<file path="config.mk">
export PLATFORM = sky130hd
export DESIGN_NAME = fifo_param
export DESIGN_NICKNAME = d
export VERILOG_FILES = /design/src/rtl/fifo_param_pkg.sv /design/src/rtl/fifo_param_memoria_dp.sv /design/src/rtl/fifo_param.sv
export SDC_FILE = /design/constraint.sdc
export NUM_CORES = 1
export LEC_CHECK = 0
export CAP_MARGIN = 20
export CORE_UTILIZATION = 35
export CTS_CLUSTER_SIZE = 16
export DETAILED_ROUTE_END_ITERATION = 12
export GPL_ROUTABILITY_DRIVEN = 0
export PLACE_DENSITY = 0.62
export SLEW_MARGIN = 20
export SYNTH_ARGS = -nofsm -noshare
export SYNTH_HDL_FRONTEND = slang
export SYNTH_SLANG_ARGS = --single-unit
</file>
<file path="constraint.sdc">
create_clock -name clk -period 10.8 [get_ports clk]
set_input_delay 1.08 -clock clk [delete_from_list [all_inputs] [get_ports clk]]
set_output_delay 1.08 -clock clk [all_outputs]
set_load 0.01 [all_outputs]
</file>
<file path="src/rtl/fifo_param_pkg.sv">
// Shared FIFO defaults and depth derivation (formerly fifo_defs.vh).
package fifo_param_pkg;

   localparam int unsigned DEF_DATA_WIDTH = 12;
   localparam int unsigned DEF_ADDR_WIDTH = 3;

   function automatic int unsigned depth_of(input int unsigned addr_width);
      return 32'd1 << addr_width;
   endfunction

endpackage

</file>
<file path="src/rtl/fifo_param_memoria_dp.sv">
// Dual-port storage: synchronous write, synchronous read with a registered output.
module memoria_dp
   import fifo_param_pkg::*;
#(
   parameter int unsigned DATA_WIDTH = DEF_DATA_WIDTH,
   parameter int unsigned ADDR_WIDTH = DEF_ADDR_WIDTH
) (
   input  logic                  clk,
   input  logic                  rst_n,
   input  logic                  i_wr_en,
   input  logic [ADDR_WIDTH-1:0] i_wr_addr,
   input  logic [DATA_WIDTH-1:0] i_wr_data,
   input  logic                  i_rd_en,
   input  logic [ADDR_WIDTH-1:0] i_rd_addr,
   output logic [DATA_WIDTH-1:0] o_rd_data
);

   localparam int unsigned DEPTH = depth_of(ADDR_WIDTH);

   logic [DATA_WIDTH-1:0] r_mem [DEPTH];
   logic [DATA_WIDTH-1:0] r_rd_data;

   // Storage is deliberately not reset; only the output register is.
   always_ff @(posedge clk) begin
      if (i_wr_en) r_mem[i_wr_addr] <= i_wr_data;
   end

   always_ff @(posedge clk or negedge rst_n) begin
      if (!rst_n)       r_rd_data <= '0;
      else if (i_rd_en) r_rd_data <= r_mem[i_rd_addr];
   end

   assign o_rd_data = r_rd_data;

endmodule

</file>
<file path="src/rtl/fifo_param.sv">
// Synchronous FIFO control: wrap-bit pointers, status flags, sticky error flags.
module fifo_param
   import fifo_param_pkg::*;
#(
   parameter int unsigned DATA_WIDTH = DEF_DATA_WIDTH,
   parameter int unsigned ADDR_WIDTH = DEF_ADDR_WIDTH
) (
   input  logic                  clk,
   input  logic                  Reset,
   input  logic                  Enable,
   input  logic                  write_enable,
   input  logic                  read_enable,
   input  logic [DATA_WIDTH-1:0] FIFO_data_in,
   input  logic [ADDR_WIDTH:0]   umbral_bajo,
   input  logic [ADDR_WIDTH:0]   umbral_alto,
   input  logic                  clr_error,
   output logic [DATA_WIDTH-1:0] FIFO_data_out,
   output logic                  FIFO_valid,
   output logic                  FIFO_empty,
   output logic                  FIFO_full,
   output logic                  FIFO_almost_empty,
   output logic                  FIFO_almost_full,
   output logic [ADDR_WIDTH:0]   FIFO_count,
   output logic                  FIFO_overflow,
   output logic                  FIFO_underflow
);

   localparam logic [ADDR_WIDTH:0] LP_DEPTH = (ADDR_WIDTH+1)'(depth_of(ADDR_WIDTH));

   logic [ADDR_WIDTH:0] r_wr_ptr, r_rd_ptr;
   logic                r_valid, r_overflow, r_underflow;
   logic [ADDR_WIDTH:0] w_count;
   logic                w_empty, w_full, w_push, w_pop, w_ovf_set, w_udf_set;

   assign w_count = r_wr_ptr - r_rd_ptr;
   assign w_empty = (w_count == '0);
   assign w_full  = (w_count == LP_DEPTH);

   // A pop frees a slot in the same edge, so a full FIFO still takes a push then.
   assign w_pop     = Enable & read_enable & ~w_empty;
   assign w_push    = Enable & write_enable & (~w_full | w_pop);
   assign w_ovf_set = Enable & write_enable & w_full & ~w_pop;
   assign w_udf_set = Enable & read_enable & w_empty;

   always_ff @(posedge clk or negedge Reset) begin
      if (!Reset) begin
         r_wr_ptr    <= '0;
         r_rd_ptr    <= '0;
         r_valid     <= 1'b0;
         r_overflow  <= 1'b0;
         r_underflow <= 1'b0;
      end else if (Enable) begin
         if (w_push) r_wr_ptr <= r_wr_ptr + 1'b1;
         if (w_pop)  r_rd_ptr <= r_rd_ptr + 1'b1;
         r_valid     <= w_pop;
         r_overflow  <= w_ovf_set | (r_overflow & ~clr_error);
         r_underflow <= w_udf_set | (r_underflow & ~clr_error);
      end
   end

   memoria_dp #(
      .DATA_WIDTH (DATA_WIDTH),
      .ADDR_WIDTH (ADDR_WIDTH)
   ) u_mem (
      .clk       (clk),
      .rst_n     (Reset),
      .i_wr_en   (w_push),
      .i_wr_addr (r_wr_ptr[ADDR_WIDTH-1:0]),
      .i_wr_data (FIFO_data_in),
      .i_rd_en   (w_pop),
      .i_rd_addr (r_rd_ptr[ADDR_WIDTH-1:0]),
      .o_rd_data (FIFO_data_out)
   );

   assign FIFO_valid        = r_valid;
   assign FIFO_count        = w_count;
   assign FIFO_empty        = w_empty;
   assign FIFO_full         = w_full;
   assign FIFO_almost_empty = ~w_empty & (w_count <= umbral_bajo);
   assign FIFO_almost_full  = ~w_full & (w_count >= umbral_alto);
   assign FIFO_overflow     = r_overflow;
   assign FIFO_underflow    = r_underflow;

endmodule
</file>
* After elaboration in Yosys (flattened, before gate mapping) *
Memory sizes are Yosys's and may differ from the RTL's. A register that Yosys moved wholly into a read port is not among the register bits.
Cells that the tools add are included.

cells by class
  reductions and logical operators = 4
  magnitude comparators = 2
  equality and inequality tests = 1
  $add $sub $neg = 3
  multiplexer cells = 2
  divide/modulo/power cells = 0
  multiply operators = 0
  shift operators = 0
  bitwise gates (word level) = 18

operators with widths
  cell                                                            count
  1-bit bitwise AND                                               11
  4-bit by 1-bit adder with 4-bit output (second input constant)  2
  4-bit equality test (second input constant)                     1
  4-bit >= comparator                                             1
  4-bit less-or-equal comparator                                  1
  4-bit zero test                                                 1
  1-bit inverter                                                  4
  2-bit AND reduction                                             2
  4-bit subtractor                                                1
  1-bit OR                                                        3
  1-bit two-way mux                                               2
  1-bit zero test                                                 1

storage, ports and cells
  bits in latches = 0
  memories = 1
  bits in writable memories = 96
  bits in read-only memories = 0
  logic and storage cells = 36
  output and inout bits = 23
  bits of input ports = 26
  bits in registers = 11

memory list
  name         depth  bits a word  read ports  clocked after memory_dff  wr ports  RTL line                     RTL
  u_mem.r_mem  8      12           1           1                         1         fifo_param_memoria_dp.sv:20  logic [DATA_WIDTH-1:0] r_mem [DEPTH];

* Depth between registers and ports, before layout *
Gate-level depths: netlist of run 1.

  word-level depth = 8
  depth in mapped cells = 12
  mapped depth without buffers = 10

* By module *
From an unflattened synthesis of run 1, not the netlist that was laid out.

second synthesis, totals
  cells, all modules = 329
  area total of the unflattened synthesis = 5119.9 µm²

by module, submodules not included
  module      cells each  sequential area each (µm²)  area each (µm²)  times used
  memoria_dp  246         3183.1                      4281.6           1
  fifo_param  83          275.3                       838.3            1

* Worst setup path before layout of run 1 *
No wires, ideal clock.

  path type = reg-to-output
  start = register r_rd_ptr[1]
  end = output port FIFO_almost_full
  data required time = 9.720 ns
  arrival = 2.759 ns
  buffers on the path = 2
  setup slack = 6.961 ns
  stages on the path, launching flop included = 10
  path through = dfrtp_1 -> buf_2 -> buf_1 -> inv_1 -> fa_1 -> ha_1 -> a21oi_1 -> maj3_2 -> and2_0 -> o31ai_1

between the ends
  cells in the longest elaborated chain, start to end = 4

ends and longest elaborated chain
  item                                                                         RTL line          RTL
  start: declaration                                                           fifo_param.sv:30  logic [ADDR_WIDTH:0] r_wr_ptr, r_rd_ptr;
  start signal: assignment                                                     fifo_param.sv:54  if (w_pop) r_rd_ptr <= r_rd_ptr + 1'b1;
  4-bit subtractor (*)                                                         fifo_param.sv:35  assign w_count = r_wr_ptr - r_rd_ptr;
  net FIFO_count[1]                                                            fifo_param.sv:23  output logic [ADDR_WIDTH:0] FIFO_count,
  parallel branches: the longest is 2 deep, another holds 4-bit >= comparator  n/a
  1-bit bitwise AND (*)                                                        fifo_param.sv:80  assign FIFO_almost_full = ~w_full & (w_count >= umbral_alto);
  end: declaration                                                             fifo_param.sv:22  output logic FIFO_almost_full,

Mark *: on every way through the listed nets, which the timed path passes.

* Worst setup path in the final report of run 1 *
  start = register r_rd_ptr[2]
  end = output port FIFO_almost_empty

between the ends
  cells in the longest elaborated chain, start to end = 4

ends and longest elaborated chain
  item                                                                                    RTL line          RTL
  4-bit subtractor (*)                                                                    fifo_param.sv:35
  parallel branches: the longest is 2 deep, another holds 4-bit less-or-equal comparator  n/a
  1-bit bitwise AND (*)                                                                   fifo_param.sv:79  assign FIFO_almost_empty = ~w_empty & (w_count <= umbral_bajo);
  end: declaration                                                                        fifo_param.sv:21  output logic FIFO_almost_empty,

Every way passes the cells marked *.

==> impl_metrics.toml, run 1 <==
[outcome]
outcome = "finished, final reports clean"

[setup_path]
cp.arrival_ps = 3770
r2r_cells = 7
cp-start-kind = "register"
path_max_fanout = 15
crit_required_ps = 9720
endpoint_kind = "output port"
critical_path_class = "reg2out"

[drt]
drt_iter0_markers = 116
vias_per_cell = 4.99
drc = 0
routed_wl_um = 9990
wl_per_cell_um = 18.1
ant_nets = 0
vias = 2749
dr.pass1.iters = 4

[sta]
slew-limit-headroom = 0.390
layout_min_cycle_time_ps = 4850
report.final.slew_viol_count = 0
worst_slew_pin_slew_ps = 914
fin_skew_ps = 8.85
fin_tns_setup_ps = 0
min_period_over_period = 0.449
timing.fmax_mhz = 206
rsz0062_at_grt = "false"
holdWs_ps = 484
hold_viol_final = 0
finalSetupViolations = 0

[cells_and_area]
num_antenna_cells = 0
final_cell_area_sq_um = 6270
stdcell_count = 551
syn_to_final_growth_pct = 27.1
drive_gt1_frac = 0.224
nets = 396

[logic_synthesis]
syn_nets = 331
ys_top_cells_by_area = "edfxtp_1 (58%), dfrtp_1 (12%), mux4_2 (11%), ha_1 (2.8%), nand2_1 (2.5%)"
yosysTopAreaCell = "edfxtp_1"
ys_seq_area_frac = 0.701
synth.distinct_cells = 44
netlist_instances = 293
async_flop_share = 0.193
ys_seq_elements = 119
syn_area_sq_um = 4930
avgSynthCellArea_sq_um = 16.8
synth_warnings = 0
synth_top_cell_area_share = 0.584
synth_edf_count = 96
synthFlopType = "edfxtp_1"

[global_route]
gr-usage-met3 = 0.0396
grt-ovfl-total = 0
top_usage_layer = "met2"
met1_usage = 0.192
grt_pass1_wl_um = 15900
grt.met2_usage = 0.248
grt_max_degree = 30
grt_pass1_vias = 2893
antenna_found_initial = 0
track_usage = 0.150

[clock_tree]
cts_resized = 0
cts-root-buf = "clkbuf_16"
clockBufferDepth = 2
tritoncts = "done"
cts_made_buffers = 17
cts_hold_buf = 0
clk_pin_slew_ps = 60
htreeDepth = 4
insertion_delay_ps = 400
cts_sinks = 119
post-cts-setup-buffers = 0

[flow_run]
cap_viol_max_count = 0

[placement]
post_dp_cell_area_sq_um = 5680
hpwl_um = 6190
port_buffers = 48
place_inst = 519

[power_and_ir_drop]
p_leak_uw = 0.00222
ir_worst_vdd_v = 0.000153
p_per_area_nw_per_um2 = 302
power.total_uw = 1900

[floorplanning]
num_rows = 43
die_x_um = 121
die_area_sq_um = 14600
num_io_pins = 49
start_util = 0.357
die_y_um = 121
core_sq_um = 13800

[min_path]
hold_path_class = "reg2reg"
whs_path_depth = 2
-- per-stage QoR --
step | utilization | setup WS, ps
global placement | 0.411 | 6490
floorplan | - | 6960
finish | 0.454 | 5950
global route | 0.454 | 5650
CTS | 0.454 | 5880
detailed placement | 0.411 | 6320
-- final timing paths --
check	from	endpoint	slack, ps
min in group asynchronous	Reset	r_wr_ptr[1]	1060
setup / recovery	r_rd_ptr[2]	FIFO_almost_empty	5950
hold reg to reg	FIFO_overflow	FIFO_overflow	480
max in group asynchronous	Reset	r_rd_ptr[0]	9460
hold / removal	FIFO_overflow	FIFO_overflow	480
setup reg to reg	r_rd_ptr[2]	u_mem.r_mem[3][1]	7090
-- layer usage --
layer	part of all wire	vias to the layer above
met3	0.057	8
met5	0	-
li1	-	1256
met2	0.50	86
met4	0.0089	0
met1	0.43	1399
-- kinds of logic (layout without fill, tap and decap cells) --
family                   count (synthesis)  count (layout)  share of synthesized area
AND/OR/NAND/NOR                         71              71                     0.0695
multiplexers                            25              25                      0.112
adder cells (fa/ha/maj)                 13              13                     0.0342
buffers and inverters                   27             105                     0.0246
AO/OA/AOI/OAI                           28              28                     0.0383
flip-flops                             119             119                      0.701
XOR/XNOR                                10              10                     0.0208
-- cell type report --
class,instances,area [sq um]
clock inverters,15,166
fillers,1177,7550
clock buffers,17,425
multi-input cells,147,1380
inverters,15,56.3
flip-flops and latches,119,3460
repair buffers,58,556
well taps,180,225
-- synth_stat cells, drive strengths merged (3+ instances only) --
cell type and count:
dfrtp 23, nand2 34, nor3 5, buf 9, inv 15, nor2 16
nand4 3, a21oi 3, a31oi 13, ha 11, o21ai 4, xnor2 5
edfxtp 96, nand2b 3, xor2 5, clkbuf 3, mux4 24
-- flip-flops by register name, indices dropped and copies added, names as in the netlist --
| name | flops |
|---|---|
| FIFO_overflow | 1 |
| r_rd_ptr | 4 |
| FIFO_valid | 1 |
| u_mem.o_rd_data | 12 |
| FIFO_underflow | 1 |
| u_mem.r_mem | 96 |
| r_wr_ptr | 4 |
-- report_power, final --
part	internal [uW]	total [uW]	switching, uW	leakage [uW]
registers	571	629	58.4	0.00113
clock network	345	556	212	0.000287
logic	355	712	357	0.000799
-- critical path, stage by stage, from the launching register on --
cell             delay (ps)
dfrtp_1                 710
inv_1                   450
ha_1                    510
and3b_1                 210
o21ai_1                 220
nand2_2                 120
inv_1                    80
ha_1                    230
o21ai_0                  90
nand2b_1                 70
a21oi_1                 130
clkdlybuf4s50_1         550
-- placed cells by master, fill, tap and decap left out, types with 3 or more instances in the layout --
cell type and instances:
a21oi_1 3, nand2b_1 3, xnor2_1 4, inv_6 5, clkdlybuf4s50_1 48, buf_4 10, dfrtp_1 22, nand2_1 33
nor2_1 15, clkbuf_16 17, o21ai_0 3, clkinv_4 3, ha_1 11, a31oi_1 12, edfxtp_1 96, mux4_2 24
inv_1 15, xor2_1 4, nor3_2 5
(Power assumes the default switching activity.)
==> inputs of run 2 (changes only) <==
==> constraint.sdc (replaced) <==
create_clock -name clk -period 4.8 [get_ports clk]
set_input_delay 0.48 -clock clk [delete_from_list [all_inputs] [get_ports clk]]
set_output_delay 0.48 -clock clk [all_outputs]
set_load 0.01 [all_outputs]
==> run 2 against run 1 <==
Effect of this change:
- routed wire length is 2.9% lower
- register-to-register slack worse by 5500 ps
- final cell count is 0.36% higher
- total power rose by 130%
- critical path depth is 2 lower
- via count is 1.6% lower
- non-clock buffer count increased by 2
- combinational power is 130% higher
- sequential cell count is the same
- worst setup slack lost 5100 ps
- count of clock-buffer cells in the layout increased by 6
- sequential share of layout area decreased by 0.12 points
- critical path type unchanged
==> impl_metrics.toml, run 2 (same netlist as run 1, synthesis figures left out) <==
[outcome]
outcome = "finished, final reports clean"

[cells_and_area]
nets = 398
syn_to_final_growth_pct = 27.4
regMostFlops = "u_mem.r_mem"
num_antenna_cells = 0
stdcell_count = 553
nFillCells = 1204
layout_common_cells = "edfxtp_1 (96), clkdlybuf4s50_1 (48), nand2_1 (33), mux4_2 (24), dfrtp_1 (22)"
drive_gt1_frac = 0.212
largest_reg_flops = 96
final_common_cell = "edfxtp_1"

[setup_path]
crit_family = "adder cells"
cpMaxStageDelayCell = "fa_1"
crit_required_ps = 4320
crit_chain = "buf_4 > inv_1 > fa_1 > ha_1 > a21oi_1 > maj3_2 > or3_1 > o31ai_1 > clkdlybuf4s50_1"
critical_path_class = "reg2out"
path_max_fanout = 27
endpoint_kind = "output port"
cp.arrival_ps = 3480
cp_slowest_stage_delay_ps = 570
path_buf_inv = 3
r2r_start = "r_rd_ptr[1]"
cp-start-kind = "register"
crit_start = "r_rd_ptr[1]"

[clock_tree]
cts_hold_buf = 0
clk_pin_slew_ps = 50
insertion_delay_ps = 410
cts_made_buffers = 17
tritoncts = "done"
post-cts-setup-buffers = 0
cts_sinks = 119
clockBufferDepth = 2
cts_resized = 0
htreeDepth = 4
cts-root-buf = "clkbuf_16"

[sta]
hold_viol_final = 0
min_period_over_period = 0.825
rsz0062_at_grt = "false"
slew-limit-headroom = 0.547
fin_tns_setup_ps = 0
report.final.slew_viol_count = 0
fin_skew_ps = 7.57
timing.fmax_mhz = 253
layout_min_cycle_time_ps = 3960
holdWs_ps = 476
worst_slew_pin_slew_ps = 679
finalSetupViolations = 0
finalWorstSetupSlack_ps = 840

[placement]
pre_cts_slack_ps = 1250
port_buffers = 48
hpwl_um = 5810
place_inst = 521

[drt]
wl_per_cell_um = 17.6
vias_per_cell = 4.89
vias = 2705
drt_iter0_markers = 161
routed_wl_um = 9710
drc = 0
ant_nets = 0
dr.pass1.iters = 4

[global_route]
grt_max_degree = 30
grt-ovfl-total = 0
antenna_found_initial = 0
grt_pass1_wl_um = 15300
track_usage = 0.147
grt_pass1_vias = 2755

[power_and_ir_drop]
ir_worst_vdd_v = 0.000319
p_per_area_nw_per_um2 = 680
p_leak_uw = 0.00223

[floorplanning]
die_x_um = 121
num_io_pins = 49
die_y_um = 121
core_sq_um = 13800
die_area_sq_um = 14600
num_rows = 43
start_util = 0.357

[min_path]
hold_path_class = "in2async"

[flow_run]
cap_viol_max_count = 0
run 2: cell types whose count changed in the layout (fill, tap and decap cells not counted), sizes merged:
cell,delta
buf,+2
bufinv,+1
clkbuf,+6
clkinvlp,-1
inv,-6
run 2: worst paths after layout:
kind,end,slack [ps],cells past startpoint
worst max-delay path,FIFO_almost_full,840,9
worst min-delay path,r_wr_ptr[2],480,2
worst max register to register,u_mem.r_mem[7][2],1600,8
worst min register to register,FIFO_overflow,480,2
max in group asynchronous,r_rd_ptr[0],4030,2
min in group clk,FIFO_overflow,480,2
run 2: through the flow:
step	power, uW	instance area (sq um)	util
after CTS	4330	6290	0.455
after global placement	3040	5690	0.412
after detailed placement	3060	5690	0.412
after floorplan	2440	4930	-
after global routing	4540	6290	0.455
final	4270	6290	0.455
run 2: final cells by class:
cell class              instances  area (sq um)  share of cell area
clock buffers                  23           468              0.0744
well taps                     180           225              0.0358
repair buffers                 60           571              0.0908
flip-flops and latches        119          3460               0.550
inverters                      15          56.3             0.00896
clock inverters                 9           125              0.0199
multi-input cells             147          1380               0.220
run 2: per-layer routing:
layer | GRT usage | up-vias | routed length (um)
met3 | 0.0491 | 12 | 436
li1 | - | 1261 | -
met1 | 0.193 | 1365 | 4610
met2 | 0.228 | 67 | 4550
met4 | 0.0532 | 0 | 116
met5 | 0 | - | 0
run 2: power breakdown:
| part | total [uW] | switching (uW) | leakage, uW | internal (uW) |
|---|---|---|---|---|
| Combinational | 1620 | 817 | 0.000810 | 805 |
| Clock | 1260 | 422 | 0.000289 | 839 |
| Sequential | 1390 | 103 | 0.00113 | 1290 |
| Total | 4270 | 1340 | 0.00223 | 2930 |
